<file path="src/rtl/hub75_scan_scheduler.sv">
// hub75_scan_scheduler: drives a HUB75 LED panel with binary-coded-modulation
// scan order. For each (row, bit plane) it fetches WIDTH columns of pixel bits
// from a framebuffer reader, shifts them out, blanks, latches and displays the
// plane for BCM_BASE<<bit cycles, then advances bit first and row second.
//
// Ports
//   clk, rst_n          system clock, asynchronous active-low reset
//   enable              run request, sampled in IDLE and at the end of DISPLAY
//   fetch_req/x/row/bit framebuffer request (registered)
//   fetch_ack/data      framebuffer response, {B2,B1,G2,G1,R2,R1}
//   panel_clk/lat/oe    panel shift clock, latch, blank (oe=1 blanks)
//   addr, col           panel row address and colour pins
//   frame_done          one-cycle pulse when row wraps to 0
module hub75_scan_scheduler #(
    parameter int unsigned WIDTH     = 64,
    parameter int unsigned ROWS      = 32,
    parameter int unsigned BIT_DEPTH = 8,
    parameter int unsigned BCM_BASE  = 1
) (
    input  logic       clk,
    input  logic       rst_n,
    input  logic       enable,
    output logic       fetch_req,
    output logic [5:0] fetch_x,
    output logic [4:0] fetch_row,
    output logic [2:0] fetch_bit,
    input  logic       fetch_ack,
    input  logic [5:0] fetch_data,
    output logic       panel_clk,
    output logic       panel_lat,
    output logic       panel_oe,
    output logic [4:0] addr,
    output logic [5:0] col,
    output logic       frame_done
);

    localparam int unsigned COL_W  = 6;
    localparam int unsigned ROW_W  = 5;
    localparam int unsigned BIT_W  = 3;
    localparam int unsigned CNT_W  = 16;
    localparam int unsigned DATA_W = 6;

    typedef enum logic [2:0] {
        S_IDLE,
        S_FETCH,
        S_SHIFT_LO,
        S_SHIFT_HI,
        S_BLANK,
        S_LATCH,
        S_DISPLAY
    } state_e;

    state_e             state_q, state_d;
    logic [COL_W-1:0]   col_idx_q, col_idx_d;
    logic [ROW_W-1:0]   row_q, row_d;
    logic [BIT_W-1:0]   bit_q, bit_d;
    logic [CNT_W-1:0]   cnt_q, cnt_d;
    logic               frame_wrap;

    logic               fetch_req_q, fetch_req_d;
    logic [COL_W-1:0]   fetch_x_q, fetch_x_d;
    logic [ROW_W-1:0]   fetch_row_q, fetch_row_d;
    logic [BIT_W-1:0]   fetch_bit_q, fetch_bit_d;
    logic               panel_clk_q, panel_clk_d;
    logic               panel_lat_q, panel_lat_d;
    logic               panel_oe_q, panel_oe_d;
    logic [ROW_W-1:0]   addr_q, addr_d;
    logic [DATA_W-1:0]  col_pins_q, col_pins_d;
    logic               frame_done_q, frame_done_d;

    // Response accepted only while a request is actually outstanding
    logic fetch_hit;
    assign fetch_hit = (state_q == S_FETCH) && fetch_req_q && fetch_ack;

    // State register
    always_ff @(posedge clk or negedge rst_n) begin
        if (!rst_n) begin
            state_q <= S_IDLE;
        end else begin
            state_q <= state_d;
        end
    end

    // Next state and scan counters
    always_comb begin
        state_d    = state_q;
        col_idx_d  = col_idx_q;
        row_d      = row_q;
        bit_d      = bit_q;
        cnt_d      = cnt_q;
        frame_wrap = 1'b0;
        case (state_q)
            S_IDLE: begin
                if (enable) begin
                    state_d   = S_FETCH;
                    col_idx_d = '0;
                end
            end
            S_FETCH: begin
                if (fetch_hit) begin
                    state_d = S_SHIFT_LO;
                end
            end
            S_SHIFT_LO: state_d = S_SHIFT_HI;
            S_SHIFT_HI: begin
                if (col_idx_q < COL_W'(WIDTH - 1)) begin
                    col_idx_d = col_idx_q + COL_W'(1);
                    state_d   = S_FETCH;
                end else begin
                    state_d = S_BLANK;
                end
            end
            S_BLANK: state_d = S_LATCH;
            S_LATCH: begin
                // Load display length minus one; DISPLAY ends when it hits zero
                cnt_d   = (CNT_W'(BCM_BASE) << bit_q) - CNT_W'(1);
                state_d = S_DISPLAY;
            end
            S_DISPLAY: begin
                if (cnt_q == '0) begin
                    if (bit_q == BIT_W'(BIT_DEPTH - 1)) begin
                        bit_d = '0;
                        if (row_q == ROW_W'(ROWS - 1)) begin
                            row_d      = '0;
                            frame_wrap = 1'b1;
                        end else begin
                            row_d = row_q + ROW_W'(1);
                        end
                    end else begin
                        bit_d = bit_q + BIT_W'(1);
                    end
                    col_idx_d = '0;
                    state_d   = enable ? S_FETCH : S_IDLE;
                end else begin
                    cnt_d = cnt_q - CNT_W'(1);
                end
            end
            default: state_d = S_IDLE;
        endcase
    end

    // Outputs registered from the upcoming state so they align with state_q
    always_comb begin
        fetch_req_d  = (state_d == S_FETCH);
        fetch_x_d    = col_idx_d;
        fetch_row_d  = row_d;
        fetch_bit_d  = bit_d;
        panel_clk_d  = (state_d == S_SHIFT_HI);
        panel_lat_d  = (state_d == S_LATCH);
        panel_oe_d   = (state_d != S_DISPLAY);
        addr_d       = (state_d == S_BLANK) ? row_d : addr_q;
        col_pins_d   = fetch_hit ? fetch_data : col_pins_q;
        frame_done_d = frame_wrap;
    end

    // Datapath and output registers; reset blanks the panel immediately
    always_ff @(posedge clk or negedge rst_n) begin
        if (!rst_n) begin
            col_idx_q    <= '0;
            row_q        <= '0;
            bit_q        <= '0;
            cnt_q        <= '0;
            fetch_req_q  <= 1'b0;
            fetch_x_q    <= '0;
            fetch_row_q  <= '0;
            fetch_bit_q  <= '0;
            panel_clk_q  <= 1'b0;
            panel_lat_q  <= 1'b0;
            panel_oe_q   <= 1'b1;
            addr_q       <= '0;
            col_pins_q   <= '0;
            frame_done_q <= 1'b0;
        end else begin
            col_idx_q    <= col_idx_d;
            row_q        <= row_d;
            bit_q        <= bit_d;
            cnt_q        <= cnt_d;
            fetch_req_q  <= fetch_req_d;
            fetch_x_q    <= fetch_x_d;
            fetch_row_q  <= fetch_row_d;
            fetch_bit_q  <= fetch_bit_d;
            panel_clk_q  <= panel_clk_d;
            panel_lat_q  <= panel_lat_d;
            panel_oe_q   <= panel_oe_d;
            addr_q       <= addr_d;
            col_pins_q   <= col_pins_d;
            frame_done_q <= frame_done_d;
        end
    end

    assign fetch_req  = fetch_req_q;
    assign fetch_x    = fetch_x_q;
    assign fetch_row  = fetch_row_q;
    assign fetch_bit  = fetch_bit_q;
    assign panel_clk  = panel_clk_q;
    assign panel_lat  = panel_lat_q;
    assign panel_oe   = panel_oe_q;
    assign addr       = addr_q;
    assign col        = col_pins_q;
    assign frame_done = frame_done_q;

endmodule

</file>
<file path="config.mk">
export PLATFORM = sky130hd
export DESIGN_NAME = hub75_scan_scheduler
export DESIGN_NICKNAME = d
export VERILOG_FILES = /design/src/rtl/hub75_scan_scheduler.sv
export SDC_FILE = /design/constraint.sdc
export NUM_CORES = 1
export LEC_CHECK = 0
export CAP_MARGIN = 20
export CELL_PAD_IN_SITES_DETAIL_PLACEMENT = 0
export CELL_PAD_IN_SITES_GLOBAL_PLACEMENT = 1
export CORE_MARGIN = 2
export CORE_UTILIZATION = 48
export DETAILED_ROUTE_END_ITERATION = 16
export DONT_BUFFER_PORTS = 1
export GPL_ROUTABILITY_DRIVEN = 0
export HOLD_SLACK_MARGIN = 0.12
export PLACE_DENSITY = 0.76
export SYNTH_ARGS = -nofsm -noshare
export SYNTH_HDL_FRONTEND = slang
export SYNTH_SLANG_ARGS = --single-unit
export TNS_END_PERCENT = 100
</file>
<file path="constraint.sdc">
create_clock -name clk -period 3 [get_ports clk]
set_clock_uncertainty 0.05 [all_clocks]
set_input_delay 0.6 -clock clk [delete_from_list [all_inputs] [get_ports clk]]
set_output_delay 0.6 -clock clk [all_outputs]
set_load 0.05 [all_outputs]
</file>
==> results of run 1 <==
## sequential cells by signal (all words and copies together) (netlist names)
name	count
panel_oe	1
panel_lat	1
addr	5
cnt_q	16
panel_clk	1
col	6
fetch_x	6
fetch_req	1
fetch_row	5
state_q	3
frame_done	1
fetch_bit	3
## layer usage
| metal | vias up | global-route usage | part of all wire |
|---|---|---|---|
| li1 | 1112 | - | - |
| met1 | 1101 | 0.320 | 0.47 |
| met2 | 87 | 0.353 | 0.46 |
| met3 | 4 | 0.0393 | 0.062 |
| met4 | 0 | 0.0458 | 0.0069 |
| met5 | - | 0 | 0 |
## path summary, 6_finish.rpt
path | start | to | slack, ns | cells after the start
worst max-delay path | fetch_bit[0]$_DFFE_PN0P_ | cnt_q[8]$_DFFE_PN0P_ | 0.27 | 10
worst min-delay path | fetch_data[2] | col[2]$_DFFE_PN0P_ | 0.39 | 1
worst max register to register | fetch_bit[0]$_DFFE_PN0P_ | cnt_q[8]$_DFFE_PN0P_ | 0.27 | 10
worst min register to register | cnt_q[8]$_DFFE_PN0P_ | cnt_q[8]$_DFFE_PN0P_ | 0.48 | 1
max in group asynchronous | rst_n | panel_oe$_DFF_PN1_ | 1.85 | 2
min in group asynchronous | rst_n | cnt_q[2]$_DFFE_PN0P_ | 0.74 | 2
## synth_stat cells (4+ instances only)
master and number:
dfrtp_1 48, nand2_1 30, a21oi_1 20, nor2_1 15
o21ai_0 13, inv_1 12, nand3_1 12, ha_1 10
mux2_2 10, a31oi_1 9, clkbuf_1 9, or3_1 7
and3_1 6, nand2b_1 6, nor3_1 5, o21ai_1 5
a211oi_1 4, and3b_1 4, nand3b_1 4, xor2_1 4
## cells by family (layout without fill, tap and decap cells)
family                   after synthesis  count (layout)  share of synthesized area
XOR/XNOR                               4               4                     0.0126
flip-flops                            49              49                      0.440
AND/OR/NAND/NOR                      114             114                      0.227
AO/OA/AOI/OAI                         79              79                      0.185
buffers and inverters                 26              35                     0.0390
adder cells (fa/ha/maj)               10              10                     0.0449
multiplexers                          13              13                     0.0511
## worst register-to-register path, cell delays in order (launching register included)
cell and delay, ns:
dfrtp_1 0.38, buf_4 0.20, ha_1 0.26, and3_1 0.18, a21oi_1 0.13, ha_1 0.30, a21boi_0 0.27, nand4b_1 0.21
a211oi_2 0.26, a21oi_1 0.10, a311oi_1 0.30
## final cells by class
cell class | instances | area share
clock buffers | 5 | 0.0226
clock inverters | 3 | 0.00861
inverters | 12 | 0.0148
multi-input cells | 220 | 0.478
flip-flops and latches | 49 | 0.402
well taps | 72 | 0.0295
repair buffers | 15 | 0.0443
## where the power goes
part / leakage [nW] / total [mW] / internal [mW] / switching [mW]
Combinational: 0.605 / 0.342 / 0.162 / 0.180
Sequential: 0.653 / 1.04 / 0.737 / 0.307
Clock: 0.0423 / 0.414 / 0.170 / 0.244
## stage by stage
step | std cells | instance area, µm² | worst slack [ns] | utilization
finish | 376 | 3050 | 0.267 | 0.547
global route | 376 | 3050 | 0.0214 | 0.547
CTS | 376 | 3050 | 0.224 | 0.546
detailed placement | 366 | 2910 | 0.257 | 0.523
global placement | 366 | 2910 | 0.408 | 0.523
floorplan | 295 | 2790 | 0.283 | -
## what timing repair did
action / 4_1_cts / 5_1_grt
hold buffers: 2 / 0
resized for setup: 0 / 1
endpoints found under the setup margin: 0 / 1
hold endpoints to repair: 49 / 0
==> summary.txt, run 1 <==
Cells and area
  – Area of the multi-input gates: 1460 µm²
  – N_diodes: 0
  – Most common cell after layout, fill and taps aside: dfrtp_1
  – Area Overhead vs Synth: 9.38%
  – Final nets: 323
  – Fraction of layout cells with a size suffix above 1: 0.145
  – Register area: 1230 µm²
  – Filler cell count: 526
  – Commonest non-fill, non-tap cells in the layout: 48 x dfrtp_1, 30 x nand2_1, 20 x a21oi_1, 15 x nor2_1

Placed design
  – Buffers added on ports: 0
  – HPWL after DPL: 4650 µm

Pwr
  – Tot Pwr: 1.80 mW
  – Maximum vdd drop: 633 µV
  – Pwr dens: 590 nW/µm²
  – LEAKAGE: 1.30 nW

Clock network
  – CTS buffer count: 5
  – CTS root buffer: clkbuf_8
  – CTS tree: built
  – Clock Latency Late Sink: 0.30 ns
  – Clock-pin slew of the registers on the worst-case setup and hold paths: 0.10 ns
  – H-tree depth: 2
  – Setup bufs post-CTS: 0
  – # clock sinks: 49
  – Clock buffer depth: 2

Global route
  – Largest net degree at the start of global routing: 50
  – Global Route Usage Sum: 0.222
  – Total gr overflow: 0
  – Initial antenna violation count: 0
  – Vias in the first global route: 2264
  – Global-route wire length before repair: 11200 µm

Logic synthesis
  – Async SR Flop Fraction: 1.00
  – #FFs+latches synth: 49
  – Ys Warns: 0
  – Netlist cell types: 55
  – Cell taking the most area after synthesis: dfrtp_1
  – Sequential fraction of the synthesis area: 0.440
  – Avg Cell Area, Syn: 9.45 µm²
  – Mapped cell area: 2790 µm²
  – Syn_nets: 315
  – Synth top area share: 0.431
  – Post-synthesis cell count: 295
  – EDFF count, synth: 0
  – Most used DFF post-synth: dfrtp_1
  – Top cells by area, synth: dfrtp_1 43%, ha_1 4.5%, mux2_2 4.0%, nand2_1 4.0%, a21oi_1 3.6%

Status
  – Status: finished clean

Die
  – Core ar.: 5570 µm²
  – Die extent in x: 80.2 µm
  – Initial Util: 0.500
  – Die height: 80.2 µm
  – Row count: 27
  – I/O Pins: 40
  – Area of the die: 6440 µm²

Drt
  – # DRC: 0
  – Vias per inst: 6.13
  – Routed wire per std cell: 17.5 µm
  – DRT antenna net count: 0
  – Total wire length: 6570 µm
  – Drt pass-1 iters: 5
  – DR iter-0 viols: 257
  – Routed vias: 2304

Timing
  – Relative slew slack: 0.508
  – Hold_ws: 0.391 ns
  – Setup violators final: 0
  – Fin. Hold Viols: 0
  – Worst-margin pin slew: 0.735 ns
  – TNS Setup: 0 ns
  – Period minus WS final: 2.73 ns
  – Final Cycle Share: 0.911
  – Max Clk Rate: 0.366 GHz
  – Fin. max-slew vios: 0
  – Unrepaired setup endpoints after global routing: no

Critical path
  – Startpoint Class: flop
  – WS Path Type: reg2reg
  – Peak per-stage delay on the critical path: 0.38 ns
  – Critical path buffer and inverter count: 1
  – CP Cell Sequence: buf_4 > ha_1 > and3_1 > a21oi_1 > ha_1 > a21boi_0 > nand4b_1 > a211oi_2 > a21oi_1 > a311oi_1
  – WP data required: 3.15 ns
  – WP data arrival: 2.88 ns
  – Worst Setup End Kind: flop
  – Crit-path leading delay family: compound AO/OA/AOI/OAI gates
  – CP max-delay cell: dfrtp_1
  – Critical path peak fanout: 7

Run
  – Max-cap viol count: 0

Min path
  – Hold Path Class: in2reg
No activity file was read; power rests on OpenSTA's default activity.
==> inputs of run 2 (changes only) <==
--- a/config.mk
+++ b/config.mk
@@ -10,6 +10,7 @@
 export CELL_PAD_IN_SITES_GLOBAL_PLACEMENT = 1
 export CORE_MARGIN = 2
 export CORE_UTILIZATION = 48
+export CTS_CLUSTER_DIAMETER = 50
 export DETAILED_ROUTE_END_ITERATION = 16
 export DONT_BUFFER_PORTS = 1
 export GPL_ROUTABILITY_DRIVEN = 0
==> constraint.sdc (replaced) <==
create_clock -name clk -period 2.9 [get_ports clk]
set_clock_uncertainty 0.05 [all_clocks]
set_input_delay 0.58 -clock clk [delete_from_list [all_inputs] [get_ports clk]]
set_output_delay 0.58 -clock clk [all_outputs]
set_load 0.05 [all_outputs]
==> run 2 against run 1 <==
Global-route usage fell by 0.37 points. First-iteration DRC count down 22%. Register-to-register slack improved by 0.097 ns. Sequential share of layout area down 0.066 points. Final cell count up 0.53%. Utilization is 0.090 points higher. Via count down 2.3%. Clock power up 3%. Count of clock-buffer cells in the layout is the same. Setup slack better by 0.097 ns. Maximum frequency grew 7.8%. Critical path depth is 1 lower.
==> summary.txt, run 2 (same netlist as run 1, synthesis figures left out) <==
Status
  – Status: finished clean

Drt
  – Total wire length: 6550 µm (-0.20%)
  – Routed vias: 2251 (-2.3%)
  – DR iter-0 viols: 200 (-22%)
  – DRT antenna net count: 0 (unchanged)
  – # DRC: 0 (unchanged)
  – Drt pass-1 iters: 5 (unchanged)
  – Routed wire per std cell: 17.3 µm (-0.73%)
  – Vias per inst: 5.96 (-2.8%)

Die
  – Core ar.: 5570 µm² (unchanged)
  – Area of the die: 6440 µm² (unchanged)
  – Row count: 27 (unchanged)
  – Initial Util: 0.500 (unchanged)
  – Die extent in x: 80.2 µm (unchanged)
  – Die height: 80.2 µm (unchanged)
  – I/O Pins: 40 (unchanged)

Cells and area
  – Area of the multi-input gates: 1450 µm² (-0.34%)
  – Fraction of layout cells with a size suffix above 1: 0.147 (+0.00232)
  – Area Overhead vs Synth: 9.56%
  – Most common cell after layout, fill and taps aside: dfrtp_1
  – Final Cell Area: 3060 µm² (+0.16%)
  – Register area: 1230 µm² (unchanged)
  – Non-Filler Instances: 378 (+0.53%)
  – Commonest non-fill, non-tap cells in the layout: 48 x dfrtp_1, 30 x nand2_1, 20 x a21oi_1, 15 x nor2_1, 15 x buf_4
  – Largest register by flop count: cnt_q
  – Max reg flops: 16 (unchanged)
  – Final nets: 325 (+0.62%)
  – Filler cell count: 515 (-2.1%)
  – N_diodes: 0 (unchanged)

Critical path
  – WP data required: 3.07 ns (-0.08 ns)
  – Critical path peak fanout: 7 (unchanged)
  – Startpoint Class: flop
  – Worst r2r src: state_q[0]$_DFF_PN0_
  – WS Path Type: reg2reg
  – Crit path from: state_q[0]$_DFF_PN0_
  – Worst Setup End Kind: flop
  – WP data arrival: 2.70 ns (-0.18 ns)

Timing
  – Fin. max-slew vios: 0 (unchanged)
  – TNS Setup: 0 ns (unchanged)
  – Fin. Hold Viols: 0 (unchanged)
  – Max Clk Rate: 0.394 GHz (+7.8%)
  – Unrepaired setup endpoints after global routing: no
  – Final Cycle Share: 0.874 (-0.0367)
  – Relative slew slack: 0.525 (+0.0169)
  – Period minus WS final: 2.54 ns (-0.197 ns)
  – Setup violators final: 0 (unchanged)
  – Worst-margin pin slew: 0.710 ns (-0.0252 ns)
  – Worst setup margin: 0.365 ns (+0.0974 ns)

Run
  – Max-cap viol count: 0 (unchanged)

Global route
  – Largest net degree at the start of global routing: 50 (unchanged)
  – Total gr overflow: 0 (unchanged)
  – Initial antenna violation count: 0 (unchanged)
  – Vias in the first global route: 2245 (-0.84%)
  – Global-route wire length before repair: 11100 µm (-1.0%)
  – Global Route Usage Sum: 0.219 (-0.00367)

Pwr
  – Maximum vdd drop: 484 µV (-24%)
  – Pwr dens: 607 nW/µm² (+2.8%)
  – LEAKAGE: 1.31 nW (+0.74%)

Clock network
  – CTS tree: built
  – Clock Latency Late Sink: 0.31 ns (about the same)
  – Hold-fix buffers, CTS: 2 (unchanged)
  – Setup bufs post-CTS: 0 (unchanged)
  – CTS root buffer: clkbuf_8
  – Clock buffer depth: 2 (unchanged)
  – Post-CTS resize count: 0 (unchanged)
  – Clock-pin slew of the registers on the worst-case setup and hold paths: 0.10 ns (about the same)
  – H-tree depth: 2 (unchanged)
  – CTS buffer count: 5 (unchanged)
  – # clock sinks: 49 (unchanged)

Placed design
  – Post-Place Worst Slack: 0.414 ns (+0.157 ns)
  – HPWL after DPL: 4550 µm (-2.0%)
  – Dpl cell area: 2930 µm² (+0.52%)
  – Buffers added on ports: 0 (unchanged)
  – Cells after DPL: 368 (+0.55%)

Min path
  – Hold Path Class: in2reg
  – Worst hold path startpoint: fetch_data[4]
[run 2: cell types whose count changed in the layout (fill, tap and decap cells not counted), sizes merged]
cell | previous run | this run
buf | 14 | 16
clkinv | 0 | 1
clkinvlp | 2 | 1
[run 2: final cells by class]
| class | count | share of cell area |
|---|---|---|
| Multi-Input combinational cell | 220 | 0.475 |
| Sequential cell | 49 | 0.402 |
| Timing Repair Buffer | 17 | 0.0491 |
| Tap cell | 72 | 0.0295 |
| Clock buffer | 5 | 0.0225 |
| Inverter | 12 | 0.0147 |
| Clock inverter | 3 | 0.00696 |
[run 2: power by group]
part           switching (mW)  leakage (nW)  internal [mW]
clock                   0.255        0.0445          0.172
combinational           0.182         0.613          0.167
sequential              0.316         0.653          0.762
[run 2: routing by layer]
metal / part of all wire / up-vias / track usage
li1: - / 1119 / -
met5: 0 / - / 0
met1: 0.49 / 1065 / 0.312
met3: 0.057 / 9 / 0.0472
met2: 0.44 / 58 / 0.333
met4: 0.013 / 0 / 0.0661
[run 2: metrics by stage]
stage               utilization  hold slack, ns  total power [mW]
detailed placement        0.525           0.236              1.43
finish                    0.548           0.364              1.85
CTS                       0.548           0.358              1.87
global route              0.548           0.348              1.96
floorplan                     -           0.234              1.35
global placement          0.525           0.236              1.43
[run 2: final timing paths]
| kind | to | slack [ns] | cells after the start |
|---|---|---|---|
| max in group asynchronous | panel_oe$_DFF_PN1_ | 1.80 | 2 |
| min reg2reg | cnt_q[8]$_DFFE_PN0P_ | 0.47 | 1 |
| max | cnt_q[8]$_DFFE_PN0P_ | 0.36 | 9 |
| min in group asynchronous | cnt_q[2]$_DFFE_PN0P_ | 0.71 | 2 |
| min | col[4]$_DFFE_PN0P_ | 0.36 | 1 |
| max reg2reg | cnt_q[8]$_DFFE_PN0P_ | 0.36 | 9 |
[run 2: critical path, cell delays in order (launching register included)]
cell and delay, ns:
dfrtp_1 0.39, nand3b_1 0.29, and3_1 0.25, a21oi_1 0.16
ha_1 0.19, a21boi_0 0.24, nand4b_1 0.18, a211oi_1 0.33
a21oi_1 0.11, a311oi_1 0.26
